===== config.mk =====
export PLATFORM = sky130hd
export DESIGN_NAME = ps2_scancode_filter
export DESIGN_NICKNAME = d
export VERILOG_FILES = /design/src/rtl/ps2_scancode_filter.sv
export SDC_FILE = /design/constraint.sdc
export NUM_CORES = 1
export LEC_CHECK = 0
export ABC_AREA = 1
export CAP_MARGIN = 10
export CORE_UTILIZATION = 44
export CTS_CLUSTER_SIZE = 24
export DETAILED_ROUTE_END_ITERATION = 12
export PLACE_DENSITY = 0.71
export SYNTH_ARGS = -nofsm -noshare
export SYNTH_HDL_FRONTEND = slang
export SYNTH_SLANG_ARGS = --single-unit

===== constraint.sdc =====
create_clock -name clk -period 2 [get_ports clk]
set_clock_uncertainty 0.05 [all_clocks]
set_input_delay 0.2 -clock clk [delete_from_list [all_inputs] [get_ports clk]]
set_output_delay 0.2 -clock clk [all_outputs]
set_load 0.01 [all_outputs]

===== src/rtl/ps2_scancode_filter.sv =====
// PS/2 scan-code sequencer: strips break/extended prefixes, status codes and
// typematic repeats, emitting each genuine key press as a single-cycle byte.
module ps2_scancode_filter #(
   parameter int N       = 8,
   parameter int TIMEOUT = 1_000_000,
   parameter int TW      = 20
) (
   input  logic         clk,
   input  logic         reset,
   input  logic [N-1:0] rx_data,
   input  logic         rx_done_tick,
   output logic [N-1:0] data_out,
   output logic         data_valid,
   output logic         seq_error
);

   typedef enum logic [1:0] {
      ST_IDLE    = 2'd0,
      ST_BRK     = 2'd1,
      ST_EXT     = 2'd2,
      ST_EXT_BRK = 2'd3
   } state_t;

   localparam logic [N-1:0]  SC_BREAK  = N'(8'hF0);
   localparam logic [N-1:0]  SC_EXT    = N'(8'hE0);
   localparam logic [TW-1:0] TCNT_LAST = TW'(TIMEOUT - 1);

   state_t        state_q;
   logic [N-1:0]  last_key_q;
   logic          held_q;
   logic [TW-1:0] tcnt_q;
   logic [N-1:0]  data_out_q;
   logic          data_valid_q;
   logic          seq_error_q;

   // Keyboard housekeeping bytes that never represent a key press.
   function automatic logic is_status_code(input logic [N-1:0] b);
      logic r;
      case (b)
         N'(8'h00), N'(8'hFF), N'(8'hAA), N'(8'hFA), N'(8'hFE): r = 1'b1;
         default:                                              r = 1'b0;
      endcase
      return r;
   endfunction

   // Sequence FSM, inter-byte timeout and registered output pulses.
   always_ff @(posedge clk or posedge reset) begin
      if (reset) begin
         state_q      <= ST_IDLE;
         last_key_q   <= '0;
         held_q       <= 1'b0;
         tcnt_q       <= '0;
         data_out_q   <= '0;
         data_valid_q <= 1'b0;
         seq_error_q  <= 1'b0;
      end else begin
         data_out_q   <= '0;
         data_valid_q <= 1'b0;
         seq_error_q  <= 1'b0;
         if (rx_done_tick) begin
            // a received byte always wins over a timeout firing in the same cycle
            tcnt_q <= '0;
            case (state_q)
               ST_IDLE: begin
                  if (rx_data == SC_BREAK) begin
                     state_q <= ST_BRK;
                  end else if (rx_data == SC_EXT) begin
                     state_q <= ST_EXT;
                  end else if (is_status_code(rx_data)) begin
                     state_q <= ST_IDLE;
                  end else if (held_q && (rx_data == last_key_q)) begin
                     state_q <= ST_IDLE;
                  end else begin
                     data_out_q   <= rx_data;
                     data_valid_q <= 1'b1;
                     last_key_q   <= rx_data;
                     held_q       <= 1'b1;
                     state_q      <= ST_IDLE;
                  end
               end
               ST_BRK: begin
                  if (rx_data == last_key_q) begin
                     held_q <= 1'b0;
                  end else begin
                     held_q <= held_q;
                  end
                  state_q <= ST_IDLE;
               end
               ST_EXT: begin
                  if (rx_data == SC_BREAK) begin
                     state_q <= ST_EXT_BRK;
                  end else begin
                     state_q <= ST_IDLE;
                  end
               end
               ST_EXT_BRK: begin
                  state_q <= ST_IDLE;
               end
               default: begin
                  state_q <= ST_IDLE;
               end
            endcase
         end else if (state_q != ST_IDLE) begin
            if (tcnt_q == TCNT_LAST) begin
               state_q     <= ST_IDLE;
               seq_error_q <= 1'b1;
               tcnt_q      <= '0;
            end else begin
               tcnt_q <= tcnt_q + TW'(1);
            end
         end else begin
            tcnt_q <= '0;
         end
      end
   end

   assign data_out   = data_out_q;
   assign data_valid = data_valid_q;
   assign seq_error  = seq_error_q;

endmodule


After elaboration in Yosys (flattened, before gate mapping)
Cells that the tools add are included.

word-level totals
  register bits after elaboration = 41
  input port bits = 11
  output and inout bits = 10
  logic and storage cells = 76

operators by class
  $add $sub $neg = 1
  equal/unequal tests = 16
  mux-type cells = 36
  bitwise operators = 4
  reduce and logical (&&, ||, !) cells = 12

operators by type and width
  cell                                           count
  two-way mux 20 bit                             3
  == test 8 bit, second input constant           6
  two-way mux 8 bit                              6
  adder 20 x 1 -> 20 bit, second input constant  1
  == test 20 bit, second input constant          1
  two-way mux 1 bit                              19
  two-way mux 2 bit                              6
  != test 2 bit, second input constant           5
  == test 8 bit                                  1
  zero test 8 bit                                1
  nonzero test 2 bit                             4
  AND reduction 7 bit                            1
  case mux 2 bit (3 select lines)                1
  AND reduction 6 bit                            1
  OR reduction 5 bit                             1
  == test 2 bit, second input constant           2
  NOT 1 bit                                      4
  == test 2 x 1 -> 1 bit, second input constant  1
  zero test 2 bit                                1
  case mux 1 bit (2 select lines)                1
  AND reduction 2 bit                            1
  OR reduction 2 bit                             1
  logical AND 1 bit                              1

Logic depth before layout (Yosys ltp)
  depth after elaboration = 12
  mapped depth = 12
  gate-level depth less buffers = 11

Worst setup path after synthesis
OpenSTA, ideal clock, no wires.

  path kind = register to register
  from = register tcnt_q[0]
  to = register tcnt_q[16]
  setup time = 0.123 ns
  arrival = 1.356 ns
  data required time = 1.827 ns
  setup slack = 0.471 ns
  stages on the path, launching flop included = 10
  path buffers = 0
  period minus slack after synthesis = 1.529 ns
  cell sequence = dfrtp_1 ha_1 nand3_1 nor2_2 nand3_1 nor2_2 nand3_1 nand3b_1 nand2_1 nor2_1

on the way
  word-level cells in the longest chain between the ends = 4
  elaborated cells between the ends (all ways) = 5
  classes of those cells = 1 x add/sub; 1 x eq/ne; 3 x mux

ends and longest elaborated chain
  element                                                   RTL line  source
  start, declared                                           31        logic [TW-1:0] tcnt_q;
  start signal, assigned                                    109       tcnt_q <= tcnt_q + TW'(1);
  adder 20 x 1 -> 20 bit or == test 20 bit (tied branches)  109, 104
  two-way mux 20 bit (*)                                    104       if (tcnt_q == TCNT_LAST) begin
  two-way mux 20 bit (*)                                    103       end else if (state_q != ST_IDLE) begin
  two-way mux 20 bit (*)                                    60        if (rx_done_tick) begin

Mark *: on every way between the ends. The rest lies on a longest branch, timed or not.
A chain may end at the register's enable or synchronous reset.

Worst setup path after layout
Ends and elaborated chain as after synthesis.

==> flow_summary.toml <==
[setup_path]
end_kind = "flip-flop"
path_max_fanout = 5
crit_type = "reg -> reg"
arrival_ns = 1.91
startpoint_type = "flip-flop"
cp.required_ns = 2.13

[timing]
max_freq_mhz = 563
relSlewSlack = 0.656
fin_crit_sh = 0.888
tightest_slew_ns = 0.516
report.final.slew_viol_count = 0
fin_crit_ns = 1.78
hold_viol = 0
rsz0062_at_grt = "no"
setup_violations = 0
setup-tns-final_ns = 0

[clock_tree]
cts_root_buf = "clkbuf_8"
clk_latency_ns = 0.29
cts-hold-fix-buffers = 0
htree_levels = 2
path_clk_slew_ns = 0.08
cts_buffers = 5
clock_path_buffers = 2
cts_setup_buffers = 0
cts.sinks = 41
cts_tree = "built"

[route]
wl_per_cell_um = 11.6
drt-total-wl_um = 4250
ant_nets = 0
dr.pass1.iters = 4
via_per_inst = 4.90
drc = 0
drtIter0Drc = 95
vias = 1795

[floorplanning]
die-area_sq_mm = 0.00529
core_sq_mm = 0.00475
fp.dieW_um = 72.7
initial_core_util = 0.463
die-height_um = 72.7
num_rows = 25
io_pins = 21

[power_and_ir_drop]
p_leak_uw = 0.00117
power_density_mw_per_mm2 = 697
p_total_uw = 1800
peakVddDrop_v = 0.000538

[cells_and_area]
fin_area_sq_mm = 0.00258
n_fill_cell = 458
drive_above_1_share = 0.157
finalNonFillerCells = 366
final_core_util = 0.543
syn_to_final_growth_pct = 17.3
antennaDiodeCount = 0
layout.nets = 311

[synth]
synthTopCellsByArea = "dfrtp_1 47%, nand2_1 9.7%, nor2_1 6.8%"
ys_types = 35
yosysWarningCount = 0
synth-seq-cells = 41
synth_seq_area_share = 0.466
synth_area_sq_mm = 0.00220
synth_top_area_share = 0.466
avgSynthCellArea_sq_um = 8.12
synth_nets = 283
synth_cells = 271
synth_area_leader_cell = "dfrtp_1"

[grt]
gr-usage-all-layers = 0.182
antenna_found_initial = 0
grt_max_degree = 42
grt_overflow = 0
grt_pass1_wl_um = 7380
grt_pass1_vias = 1712

[placed_design]
dp.cells = 359
gp_congestion = 0.915
port_buffers = 20
dpl.hpwl_um = 3150
place_area_sq_mm = 0.00249

[worst_hold_path]
hold_class = "in -> async"

[flow_run]
maxCapViolCount = 0

[status]
outcome = "finished clean"
==> state kept, by name (all words and copies together) (netlist names) <==
name	cells
seq_error	1
data_valid	1
data_out	8
tcnt_q	20
last_key_q	8
state_q	2
held_q	1
==> final timing paths <==
check / startpoint / to / slack, ns / cells after the start
max: tcnt_q[0] / tcnt_q[16] / 0.22 / 9
min: reset / data_out[0] / 0.28 / 3
max reg2reg: tcnt_q[0] / tcnt_q[16] / 0.22 / 9
min reg2reg: tcnt_q[0] / tcnt_q[0] / 0.41 / 1
max in group asynchronous: reset / last_key_q[5] / 1.27 / 3
min in group clk: tcnt_q[0] / tcnt_q[0] / 0.41 / 1
==> metrics by stage <==
stage / worst slack, ns / hold WS (ns)
detailed placement: 0.0405 / 0.396
finish: 0.224 / 0.281
floorplan: 0.471 / 0.216
global route: 0.0559 / 0.351
CTS: 0.184 / 0.300
global placement: 0.0598 / 0.391
==> cell usage after synthesis <==
cell type / instances
nor2_4: 1
o21ai_0: 2
o21ai_2: 8
nand2_1: 57
or2_2: 2
xnor2_1: 6
nand3b_1: 1
buf_2: 1
nor3b_2: 1
nor3_1: 9
nand2_4: 1
nor3b_1: 4
nand4_1: 5
ha_1: 1
nor3_2: 1
and3_1: 1
nand3_2: 2
a41oi_1: 1
xor2_1: 3
o2111ai_1: 1
buf_6: 1
dfrtp_1: 41
inv_2: 8
nor2_2: 7
nand3_1: 19
a21oi_1: 4
nor4_1: 4
buf_12: 1
nor3_4: 1
a31oi_1: 1
nor2_1: 40
o21ai_1: 1
nand2_2: 4
buf_4: 1
inv_1: 30
==> cells in the final DEF (no fill, tap or decap), types with 2 or more instances in the layout <==
| master | count |
|---|---|
| nand2_2 | 4 |
| nand3_2 | 2 |
| nor2_2 | 6 |
| nor2_4 | 2 |
| clkbuf_8 | 6 |
| o21ai_2 | 8 |
| nor3b_1 | 4 |
| buf_4 | 4 |
| dfrtp_1 | 41 |
| clkdlybuf4s50_1 | 20 |
| inv_1 | 30 |
| o21ai_0 | 2 |
| xor2_1 | 3 |
| nor2_1 | 40 |
| nor3_1 | 9 |
| nand3_1 | 19 |
| nor4_1 | 4 |
| or2_2 | 2 |
| xnor2_1 | 6 |
| nand4_1 | 5 |
| inv_2 | 8 |
| a21oi_1 | 4 |
| nand2_1 | 57 |
==> critical path: stages, from the launching register on <==
cell and delay (ns):
dfrtp_1 0.37, ha_1 0.19, nand3_1 0.15, nor2_2 0.16, nand3_1 0.16, nor2_4 0.18, nand3_1 0.11, nand3b_1 0.18
nand2_1 0.08, nor2_1 0.04
==> kinds of logic after synthesis <==
kind of cell / share of synthesized area
AOI/OAI and AO/OA: 0.0586
adders and majority gates: 0.00569
buffers and inverters: 0.0848
DFF: 0.466
and+or+nand+nor: 0.349
xor gates and xnor gates: 0.0358
==> cell type report <==
cell class                 instances  area (sq um)  share of cell area
clock buffer                       7          86.3              0.0334
inverter                          38           143              0.0553
multi-input combinational        188           992               0.384
sequential                        41          1030               0.397
tap                               67          83.8              0.0325
timing repair buffer              25           250              0.0969
==> per-layer routing <==
metal | vias to the layer above | routed length, um | share of wire | track usage
met5 | - | 0 | 0 | 0
met4 | 0 | 81 | 0.019 | 0.0937
met3 | 9 | 158 | 0.037 | 0.0456
met2 | 34 | 1950 | 0.46 | 0.276
met1 | 828 | 2060 | 0.48 | 0.242
li1 | 924 | - | - | -
==> repair_timing <==
action,in CTS,in global routing
setup endpoints to repair,0,1
endpoints found under the hold margin,0,0
gates resized for setup,0,1
==> where the power goes <==
group / total, uW / switching (uW) / internal (uW) / leakage, uW
Combinational: 315 / 178 / 137 / 0.000582
Clock: 553 / 279 / 274 / 0.0000443
Sequential: 930 / 39.2 / 891 / 0.000545
Total: 1800 / 497 / 1300 / 0.00117
Note: power is estimated with default switching activity, not from simulation.
